$ cat config.mk
export PLATFORM = sky130hd
export DESIGN_NAME = fb_line_writer
export DESIGN_NICKNAME = d
export VERILOG_FILES = /design/src/rtl/fb_line_writer.sv
export SDC_FILE = /design/constraint.sdc
export NUM_CORES = 1
export LEC_CHECK = 0
export CAP_MARGIN = 25
export CORE_MARGIN = 5
export CORE_UTILIZATION = 25
export DETAILED_ROUTE_END_ITERATION = 6
export GPL_TIMING_DRIVEN = 0
export HOLD_SLACK_MARGIN = 0.12
export PLACE_DENSITY = 0.53
export SKIP_LAST_GASP = 1
export SYNTH_ARGS = -nofsm -noshare
export SYNTH_HDL_FRONTEND = slang
export SYNTH_SLANG_ARGS = --single-unit
$ cat constraint.sdc
create_clock -name clk -period 10.2 [get_ports clk]
set_clock_uncertainty 0.2 [all_clocks]
set_input_delay 2.04 -clock clk [delete_from_list [all_inputs] [get_ports clk]]
set_output_delay 2.04 -clock clk [all_outputs]
set_load 0.02 [all_outputs]
$ cat src/rtl/fb_line_writer.sv
// rtl/fb_line_writer.sv - Bresenham line engine driving the framebuffer BRAM write port
// One pixel write per DRAW cycle; off-screen pixels are walked but not written.
module fb_line_writer #(
    parameter int FB_WIDTH  = 160,
    parameter int FB_HEIGHT = 120,
    parameter int CORDW     = 8,
    parameter int WIDTH     = 4,
    localparam int ADDRW    = $clog2(FB_WIDTH * FB_HEIGHT)
) (
    input  logic             clk,
    input  logic             rst,
    input  logic             start,
    input  logic [CORDW-1:0] x0,
    input  logic [CORDW-1:0] y0,
    input  logic [CORDW-1:0] x1,
    input  logic [CORDW-1:0] y1,
    input  logic [WIDTH-1:0] color,
    output logic             busy,
    output logic             done,
    output logic             we,
    output logic [ADDRW-1:0] addr_write,
    output logic [WIDTH-1:0] data_in
);

    localparam int SW = CORDW + 2;

    typedef enum logic [1:0] {IDLE, INIT, DRAW, DONE} state_t;

    state_t state, next_state;

    logic [CORDW-1:0]     lx0, ly0, lx1, ly1;
    logic [CORDW-1:0]     cx, cy, nx, ny, px, py;
    logic [CORDW-1:0]     abs_x, abs_y;
    logic                 sx_neg, sy_neg;
    logic signed [SW-1:0] dx, dy, err, err_n;
    logic signed [SW:0]   e2, dx_w, dy_w;
    logic                 step_x, step_y, at_end;
    logic [31:0]          addr_full;
    logic                 we_n, busy_n, done_n;
    logic [ADDRW-1:0]     addr_n;

    assign at_end = (cx == lx1) && (cy == ly1);
    assign abs_x  = (lx1 >= lx0) ? lx1 - lx0 : lx0 - lx1;
    assign abs_y  = (ly1 >= ly0) ? ly1 - ly0 : ly0 - ly1;

    always_ff @(posedge clk) begin
        if (rst) state <= IDLE;
        else     state <= next_state;
    end

    always_comb begin
        next_state = state;
        case (state)
            IDLE:    if (start) next_state = INIT;
            INIT:    next_state = DRAW;
            DRAW:    if (at_end) next_state = DONE;
            DONE:    next_state = IDLE;
            default: next_state = IDLE;
        endcase
    end

    // Both step decisions look at the pre-update error term.
    always_comb begin
        e2     = {err, 1'b0};
        dx_w   = dx;
        dy_w   = dy;
        step_x = (e2 >= dy_w);
        step_y = (e2 <= dx_w);
        err_n  = err + (step_x ? dy : '0) + (step_y ? dx : '0);
        nx     = step_x ? (sx_neg ? cx - 1'b1 : cx + 1'b1) : cx;
        ny     = step_y ? (sy_neg ? cy - 1'b1 : cy + 1'b1) : cy;
    end

    // Outputs are registered, so they are computed from the pixel presented next cycle.
    always_comb begin
        px        = (state == INIT) ? lx0 : nx;
        py        = (state == INIT) ? ly0 : ny;
        addr_full = {{(32-CORDW){1'b0}}, py} * FB_WIDTH + {{(32-CORDW){1'b0}}, px};
        addr_n    = addr_full[ADDRW-1:0];
        we_n      = ((state == INIT) || (state == DRAW && !at_end))
                    && ({{(32-CORDW){1'b0}}, px} < FB_WIDTH)
                    && ({{(32-CORDW){1'b0}}, py} < FB_HEIGHT);
        busy_n    = (next_state == INIT) || (next_state == DRAW);
        done_n    = (next_state == DONE);
    end

    always_ff @(posedge clk) begin
        if (rst) begin
            we         <= 1'b0;
            busy       <= 1'b0;
            done       <= 1'b0;
            addr_write <= '0;
            data_in    <= '0;
        end else begin
            we   <= we_n;
            busy <= busy_n;
            done <= done_n;
            if (we_n) addr_write <= addr_n;
            case (state)
                IDLE: if (start) begin
                    lx0     <= x0;
                    ly0     <= y0;
                    lx1     <= x1;
                    ly1     <= y1;
                    data_in <= color;
                end
                INIT: begin
                    sx_neg <= (lx1 < lx0);
                    sy_neg <= (ly1 < ly0);
                    dx     <= {2'b00, abs_x};
                    dy     <= -$signed({2'b00, abs_y});
                    err    <= {2'b00, abs_x} - {2'b00, abs_y};
                    cx     <= lx0;
                    cy     <= ly0;
                end
                DRAW: if (!at_end) begin
                    cx  <= nx;
                    cy  <= ny;
                    err <= err_n;
                end
                default: ;
            endcase
        end
    end

endmodule

== Word-level counts from Yosys, hierarchy flattened ==
Cells that the tools add are included.

* Register bits after elaboration: 102
* Output and inout bits: 22
* Input port bits: 39
* Word-level logic and storage cells: 81

* Order comparisons: 8
* Add/subtract/negate cells: 13
* Reduce and logical (&&, ||, !) cells: 13
* Eq/ne operators: 9
* Mux-type cells: 19
* Bitwise logic cells: 1
* $mul: 1

{| class="wikitable"
|+ Operators with widths
! kind !! number
|-
| $mux 8 || 11
|-
| $pmux 8 s2 || 2
|-
| $sub 8x8->8 || 4
|-
| $mux 10 || 2
|-
| $pmux 10 s2 || 1
|-
| $add 8x1->8 const B || 2
|-
| $eq 8x8->1 || 2
|-
| $ge 8x8->1 || 2
|-
| $lt 8x8->1 || 2
|-
| $sub 8x1->8 const B || 2
|-
| $add 15x8->15 || 1
|-
| $ge 11x10->1 || 1
|-
| $le 11x9->1 || 1
|-
| $add 10x10->10 || 1
|-
| $add 10x8->10 || 1
|-
| $mul 8x3->10 const B || 1
|-
| $neg 8->10 || 1
|-
| $sub 8x8->9 || 1
|-
| $eq 2x2->1 const B || 4
|-
| $lt 8x7->1 const B || 1
|-
| $lt 8x8->1 const B || 1
|-
| $pmux 2 s4 || 1
|-
| $reduce_and 3->1 || 2
|-
| $eq 2x1->1 const B || 2
|-
| 9 further kinds || 15
|}

== Longest topological paths before layout ==
Gate-level depths: netlist of the first run.

* Depth after elaboration: 7
* Mapped depth: 22
* Gate-level depth less buffers: 21

== Worst setup path before layout of the first run ==
Ideal clock, no wire load.

* Kind: input port to flip-flop
* From: input rst
* To: register cx[0], enable pin
* Arrival time: 4.235 ns
* Setup slack: 5.316 ns
* Path buffers: 1
* Stages: 2
* Required time: 9.551 ns
* Cell sequence: clkbuf_1 -> a211oi_1

* Word-level cells in the longest chain between the ends: 2

{| class="wikitable"
|+ Ends and longest elaborated chain
! what !! RTL line !! source
|-
| start: declaration || 11 || <nowiki>input logic rst,</nowiki>
|-
| $not 1->1 (no line) || -- ||
|-
| $reduce_and 3->1 (no line) || -- ||
|-
| end signal: assignment || 113 || <nowiki>cx <= lx0;</nowiki>
|-
| end signal: assignment || 117 || <nowiki>cx <= nx;</nowiki>
|-
| end: declaration || 32 || <nowiki>logic [CORDW-1:0] cx, cy, nx, ny, px, py;</nowiki>
|}

Every way passes these cells.
A chain may end at the register's enable or synchronous reset.

== Final worst setup path of the first run ==
* From: register err[9]
* To: register err[9] (data pin)

* Word-level cells in the longest chain between the ends: 6

{| class="wikitable"
|+ Ends and longest elaborated chain
! what !! RTL line !! source
|-
| start: declaration || 35 || <nowiki>logic signed [SW-1:0] dx, dy, err, err_n;</nowiki>
|-
| start signal: assignment || 112 || <nowiki>err <= {2'b00, abs_x} - {2'b00, abs_y};</nowiki>
|-
| start signal: assignment || 119 || <nowiki>err <= err_n;</nowiki>
|-
| $ge 11x10->1 || 67 || <nowiki>step_x = (e2 >= dy_w);</nowiki>
|-
| $mux 10 || 69 || <nowiki>err_n = err + (step_x ? dy : '0) + (step_y ? dx : '0);</nowiki>
|-
| $add 10x10->10 || 69 ||
|-
| $add 10x8->10 (*) || 69 ||
|-
| $mux 10 (*) || 116 || <nowiki>DRAW: if (!at_end) begin</nowiki>
|-
| $pmux 10 s2 (*) || 99 || <nowiki>case (state)</nowiki>
|}

Mark *: on every way between the ends. The rest lies on a longest branch, timed or not. The select of a mux whose other input is x is not followed.

==> flow_summary.yaml, run 1 <==
grt:
  track_usage_pct: 12.3
  grt-ovfl-total: 0
  grt_max_degree: 21
  grt_pass1_wl_um: 34300
  antenna_found_initial: 0
  grt_pass1_vias: 6194
yosys:
  ys_async_sr_fraction_pct: 0
  syn_avg_cell_area_sq_um: 9.80
  synth_seq_area_share_pct: 35.5
  postSynthNetCount: 961
  syn_area_sq_um: 7950
  synth_flop_cell: "edfxtp_1"
  synth.distinct_cells: 66
  yosys_warnings: 0
  syn_inst: 811
  ys_ff_latch: 102
  synth-edff-count: 78
die:
  start_util_pct: 25.3
  die_area_sq_um: 35500
  core_area_sq_um: 31500
  fp-row-count: 65
  boundaryPins: 61
  dieWidth_um: 188
  die_h_um: 188
timing:
  hold_violations: 0
  finalSetupViolCount: 0
  tns_ps: 0
  fin_crit_sh_pct: 53.0
  relSlewSlack_pct: 41.5
  rsz0062_at_grt: "no"
  setup_ws_ps: 4790
  fmax_mhz: 185
  finalHoldWorstSlack_ps: 258
  tightest_slew_ps: 878
  slew_viol_final: 0
  fin_crit_ps: 5410
clock_tree:
  clkSlewWorstSetupHoldPaths_ps: 70
  clkLatencyLatePin_ps: 370
  htreeDepth: 3
  ctsHoldBuffers: 0
  clock_sinks: 102
  cts_inserted_buffers: 9
  cts_root_buffer: "clkbuf_16"
  max-clock-path-buffers: 2
  ctsResizeCount: 0
  postCtsSetupBuffers: 0
  cts_tree: "yes"
layout:
  drive_gt1_share_pct: 5.17
  fillCellCount: 3265
  nets: 1035
  mostFrequentLayoutCell: "ha_1"
  layout_common_cells: "93 x ha_1, 84 x inv_1, 78 x edfxtp_1"
  syn_to_final_growth_pct: 18.6
  insertedDiodeCount: 0
place:
  pre_cts_ws_ps: 4440
  port_buffers: 59
  dp_hpwl_um: 17300
  gp_congestion: 0.841
power:
  powerDensity_nw_per_um2: 341
  leakage_nw: 3.79
  ir_drop_uv: 177
  power.total_w: 0.00321
detailed_routing:
  wl_per_cell_um: 16.7
  drt_wl_total_um: 21600
  drt_iter0_drc: 424
  drtPass1Iterations: 5
  drtAntennaViolNets: 0
  vias: 6084
  drc: 0
  vias_per_cell: 4.71
flow_run:
  maxCapViolCount: 0
worst_setup_path:
  cp_max_fo: 10
  worstPathArrival_ps: 5310
  cp.required_ps: 10100
  crit_type: "flop to flop"
  cp-start-kind: "flop"
  critPathCaptureType: "flop"
outcome:
  status: "finished, final reports clean"
min_path:
  hold_class: "flop to flop"
metrics by stage:
stage / std cells / utilization [%] / area, sq um
2_1_floorplan: 811 / - / 7950
3_3_place_gp: 1272 / 28.7 / 9040
3_5_place_dp: 1275 / 29.0 / 9120
4_1_cts: 1291 / 29.9 / 9430
5_1_grt: 1292 / 30.0 / 9430
6_report: 1292 / 30.0 / 9430
flip-flops by register name, indices dropped and copies added (netlist names), 2 cells and up:
name        count
ly0             8
ly1             8
lx1             8
dx              8
data_in         4
err            10
state           2
dy             10
addr_write     15
lx0             8
cx              8
cy              8
critical path: stages (launching register included):
cell      delay [ps]
edfxtp_1         490
or3_4            400
or2_1            250
o211ai_2         390
and2_1           210
buf_6            150
clkbuf_1         500
nor2_1           130
fa_1             460
ha_1             240
fa_1             410
a21oi_1          150
nor2_1            50
nor2_1           230
o21bai_1         110
a21oi_1          230
o21bai_1         100
a21oi_1          200
xnor2_1          140
o21ai_0           80
where the power goes:
part / internal [W] / total (W) / switching (W)
sequential: 0.000605 / 0.000689 / 0.0000841
combinational: 0.000904 / 0.00215 / 0.00125
clock: 0.000197 / 0.000369 / 0.000171
cell usage after synthesis, drive strengths merged, types with 4 or more instances:
master,number,area share [%]
clkbuf,15,0.71
o211ai,8,0.82
mux2i,16,2.0
o21bai,8,0.76
buf,7,0.61
nor3,4,0.39
a211oi,13,1.5
nand2,55,2.6
inv,84,4.0
nand2b,4,0.31
xnor2,38,4.2
or3,6,0.60
dfxtp,24,6.0
nor4,5,0.39
o21a,5,0.47
fa,18,4.5
a21boi,4,0.38
and4,7,0.77
o21ai,47,3.0
xor2,34,3.7
nor2b,14,1.1
a31oi,5,0.58
edfxtp,78,29
nor2,49,2.5
nand3,19,1.2
a21oi,77,4.9
ha,93,15
and2,8,0.63
a21o,18,1.7
nand4,5,0.39
layer usage:
metal | vias up | share of wire (%) | wire [um] | track usage [%]
met4 | 0 | 1.4 | 306 | 2.94
met1 | 2922 | 48 | 10300 | 16.4
met2 | 104 | 48 | 10300 | 20.6
li1 | 3037 | - | - | -
met5 | - | 0 | 0 | 0
met3 | 21 | 3.4 | 742 | 2.33
logic make-up (layout without fill, tap and decap cells):
kind of cell	count (synthesis)	after routing	synth area share, %
adders and majority gates	111	111	19.2
and+or+nand+nor	187	187	12.0
DFF	102	102	35.5
buffers and inverters	106	185	5.29
muxes	19	19	2.44
AOI/OAI and AO/OA	214	214	17.7
xor gates and xnor gates	72	72	7.93
final timing paths:
path | startpoint | end | slack (ps) | depth (start not counted)
max | err[9] | err[9] | 4790 | 19
min | addr_write[10] | addr_write[10] | 260 | 2
max reg2reg | err[9] | err[9] | 4790 | 19
min reg2reg | addr_write[10] | addr_write[10] | 260 | 2
area by class of cell:
cell class / count / area [sq um] / area share [%]
multi-input combinational: 603 / 4730 / 50.2
timing repair buffer: 63 / 649 / 6.89
sequential: 102 / 2820 / 29.9
clock buffer: 13 / 283 / 3.00
clock inverter: 3 / 22.5 / 0.239
tap: 402 / 503 / 5.33
inverter: 84 / 315 / 3.34
buffer: 22 / 105 / 1.11
No activity file was read; power rests on OpenSTA's default activity.
==> run 2: changes to the inputs <==
==> constraint.sdc (replaced) <==
create_clock -name clk -period 5.5 [get_ports clk]
set_clock_uncertainty 0.2 [all_clocks]
set_input_delay 1.1 -clock clk [delete_from_list [all_inputs] [get_ports clk]]
set_output_delay 1.1 -clock clk [all_outputs]
set_load 0.02 [all_outputs]
==> flow_summary.yaml, run 2 (synthesis results as in run 1) <==
outcome:
  status: "finished, final reports clean"
power:
  powerDensity_nw_per_um2: 631
  p_seq_share_pct: 21.5
  ir_drop_uv: 327
  pwr-share-clk_pct: 11.5
  power_switching_w: 0.00278
  p_sw_share_pct: 46.8
  p_int_w: 0.00316
  comb_power_share_pct: 67.0
  leakage_nw: 3.79
layout:
  top_register: "addr_write"
  layout_common_cells: "93 x ha_1, 84 x inv_1, 78 x edfxtp_1"
  fillCellCount: 3263
  insertedDiodeCount: 0
  mostFrequentLayoutCell: "ha_1"
  nets: 1033
  largest_register_ffs: 15
  biggestRegsByFlops: "addr_write: 15 flops, dy: 10 flops, err: 10 flops"
  fin_area_sq_um: 9430
  postLayoutCoreUtil_pct: 30.0
  drive_gt1_share_pct: 5.29
  syn_to_final_growth_pct: 18.6
timing:
  rsz0062_at_grt: "no"
  slew_viol_final: 0
  fin_crit_sh_pct: 93.0
  tns_ps: 0
  finalSetupViolCount: 0
  fmax_mhz: 195
  hold_violations: 0
  setup_ws_ps: 383
  tightest_slew_ps: 863
  finalHoldWorstSlack_ps: 258
  relSlewSlack_pct: 42.5
  fin_crit_ps: 5120
worst_setup_path:
  path_buf_inv: 2
  crit_start: "err[0]"
  regToRegStartpoint: "err[0]"
  cp_max_fo: 10
  r2r_end: "err[9]"
  critPathMaxStageDelay_ps: 440
  critPathMostFrequentCell: "a21oi_1"
  cp.required_ps: 5410
  worstPathArrival_ps: 5020
  r2r_slack_ps: 380
  critPathCaptureType: "flop"
  reg2regPathDepth: 21
  cp-start-kind: "flop"
  crit_type: "flop to flop"
  worst_path_max_delay_cell: "edfxtp_1"
  path_delay_family: "compound AO/OA/AOI/OAI gates"
  path_cells: "ha_1, nor2b_1, o21ai_0, a21oi_1, o31ai_1, clkbuf_2, nand2_1, nand2_1, fa_1, inv_1, ha_1, fa_1, a21oi_1, nor2_1, nor2_1, o21bai_1, a21oi_1, o21bai_1, a21oi_1, xnor2_1, o21ai_0"
die:
  start_util_pct: 25.3
  core_area_sq_um: 31500
  dieWidth_um: 188
  boundaryPins: 61
  die_h_um: 188
  die_area_sq_um: 35500
  fp-row-count: 65
min_path:
  hold_class: "flop to flop"
  hold_start: "addr_write[10]"
  worstHoldEndpoint: "addr_write[10]"
  holdPathStages: 2
detailed_routing:
  drt_iter0_drc: 364
  drtPass1Iterations: 5
  drt_wl_total_um: 21500
  vias_per_cell: 4.70
  drtAntennaViolNets: 0
  drc: 0
  vias: 6058
  wl_per_cell_um: 16.6
flow_run:
  maxCapViolCount: 0
grt:
  grt-ovfl-total: 0
  grt_pass1_wl_um: 34200
  grt_pass1_vias: 6184
  track_usage_pct: 12.2
  antenna_found_initial: 0
  grt_max_degree: 21
clock_tree:
  cts_root_buffer: "clkbuf_16"
  clkLatencyLatePin_ps: 370
  cts_inserted_buffers: 9
  clock_sinks: 102
  htreeDepth: 3
  cts_tree: "yes"
  postCtsSetupBuffers: 0
  ctsHoldBuffers: 0
  clkSlewWorstSetupHoldPaths_ps: 80
  max-clock-path-buffers: 2
place:
  gp_congestion: 0.841
  dp_hpwl_um: 17300
  dpl-instance-area_sq_um: 9120
  pre_cts_ws_ps: -260
  port_buffers: 59
-- run 2: routing by layer --
| metal | global-route usage [%] | vias to the layer above | wire length (um) |
|---|---|---|---|
| li1 | - | 3032 | - |
| met1 | 16.4 | 2898 | 10100 |
| met2 | 20.6 | 107 | 10200 |
| met3 | 2.33 | 21 | 789 |
| met4 | 2.94 | 0 | 300 |
| met5 | 0 | - | 0 |
-- run 2: final cells by class --
cell class,count,area [sq um],area share [%]
buffer,21,103,1.09
timing repair buffer,62,644,6.83
sequential,102,2820,29.9
tap,402,503,5.34
inverter,84,315,3.34
clock inverter,3,22.5,0.239
multi-input combinational,603,4730,50.2
clock buffer,13,283,3.00
-- run 2: repair_timing --
action | in CTS | in global routing
setup endpoints to repair | 5 | 1
pin swaps | 0 | 0
resized for setup | 1 | 2
-- run 2: worst max path at each step --
stage	end	depth (start not counted)	slack, ps
CTS	err[9]	21	160
global route	err[9]	21	30
detailed placement	err[9]	20	-260
global placement	err[9]	5	-320
floorplan	err[9]	20	870
finish	err[9]	21	380
-- run 2: through the flow --
step           total power [W]  cells
4_1_cts                0.00600   1290
6_report               0.00594   1290
5_1_grt                0.00653   1290
3_5_place_dp           0.00529   1275
2_1_floorplan          0.00425    811
3_3_place_gp           0.00522   1272
-- run 2: power by group through the flow --
| stage | registers, W | clock network, W | logic, W |
|---|---|---|---|
| after floorplan | 0.00132 | 0 | 0.00294 |
| after global placement | 0.00131 | 0 | 0.00391 |
| after detailed placement | 0.00130 | 0 | 0.00399 |
| after CTS | 0.00128 | 0.000702 | 0.00401 |
| after global routing | 0.00130 | 0.000731 | 0.00449 |
| final | 0.00128 | 0.000685 | 0.00398 |
-- run 2: worst reg2reg max path, cell delays in order, from the launching register on --
cell	delay [ps]
edfxtp_1	440
ha_1	290
nor2b_1	130
o21ai_0	190
a21oi_1	140
o31ai_1	410
clkbuf_2	330
nand2_1	340
nand2_1	220
fa_1	190
inv_1	50
ha_1	200
fa_1	410
a21oi_1	150
nor2_1	50
nor2_1	230
o21bai_1	110
a21oi_1	230
o21bai_1	100
a21oi_1	210
xnor2_1	140
o21ai_0	80
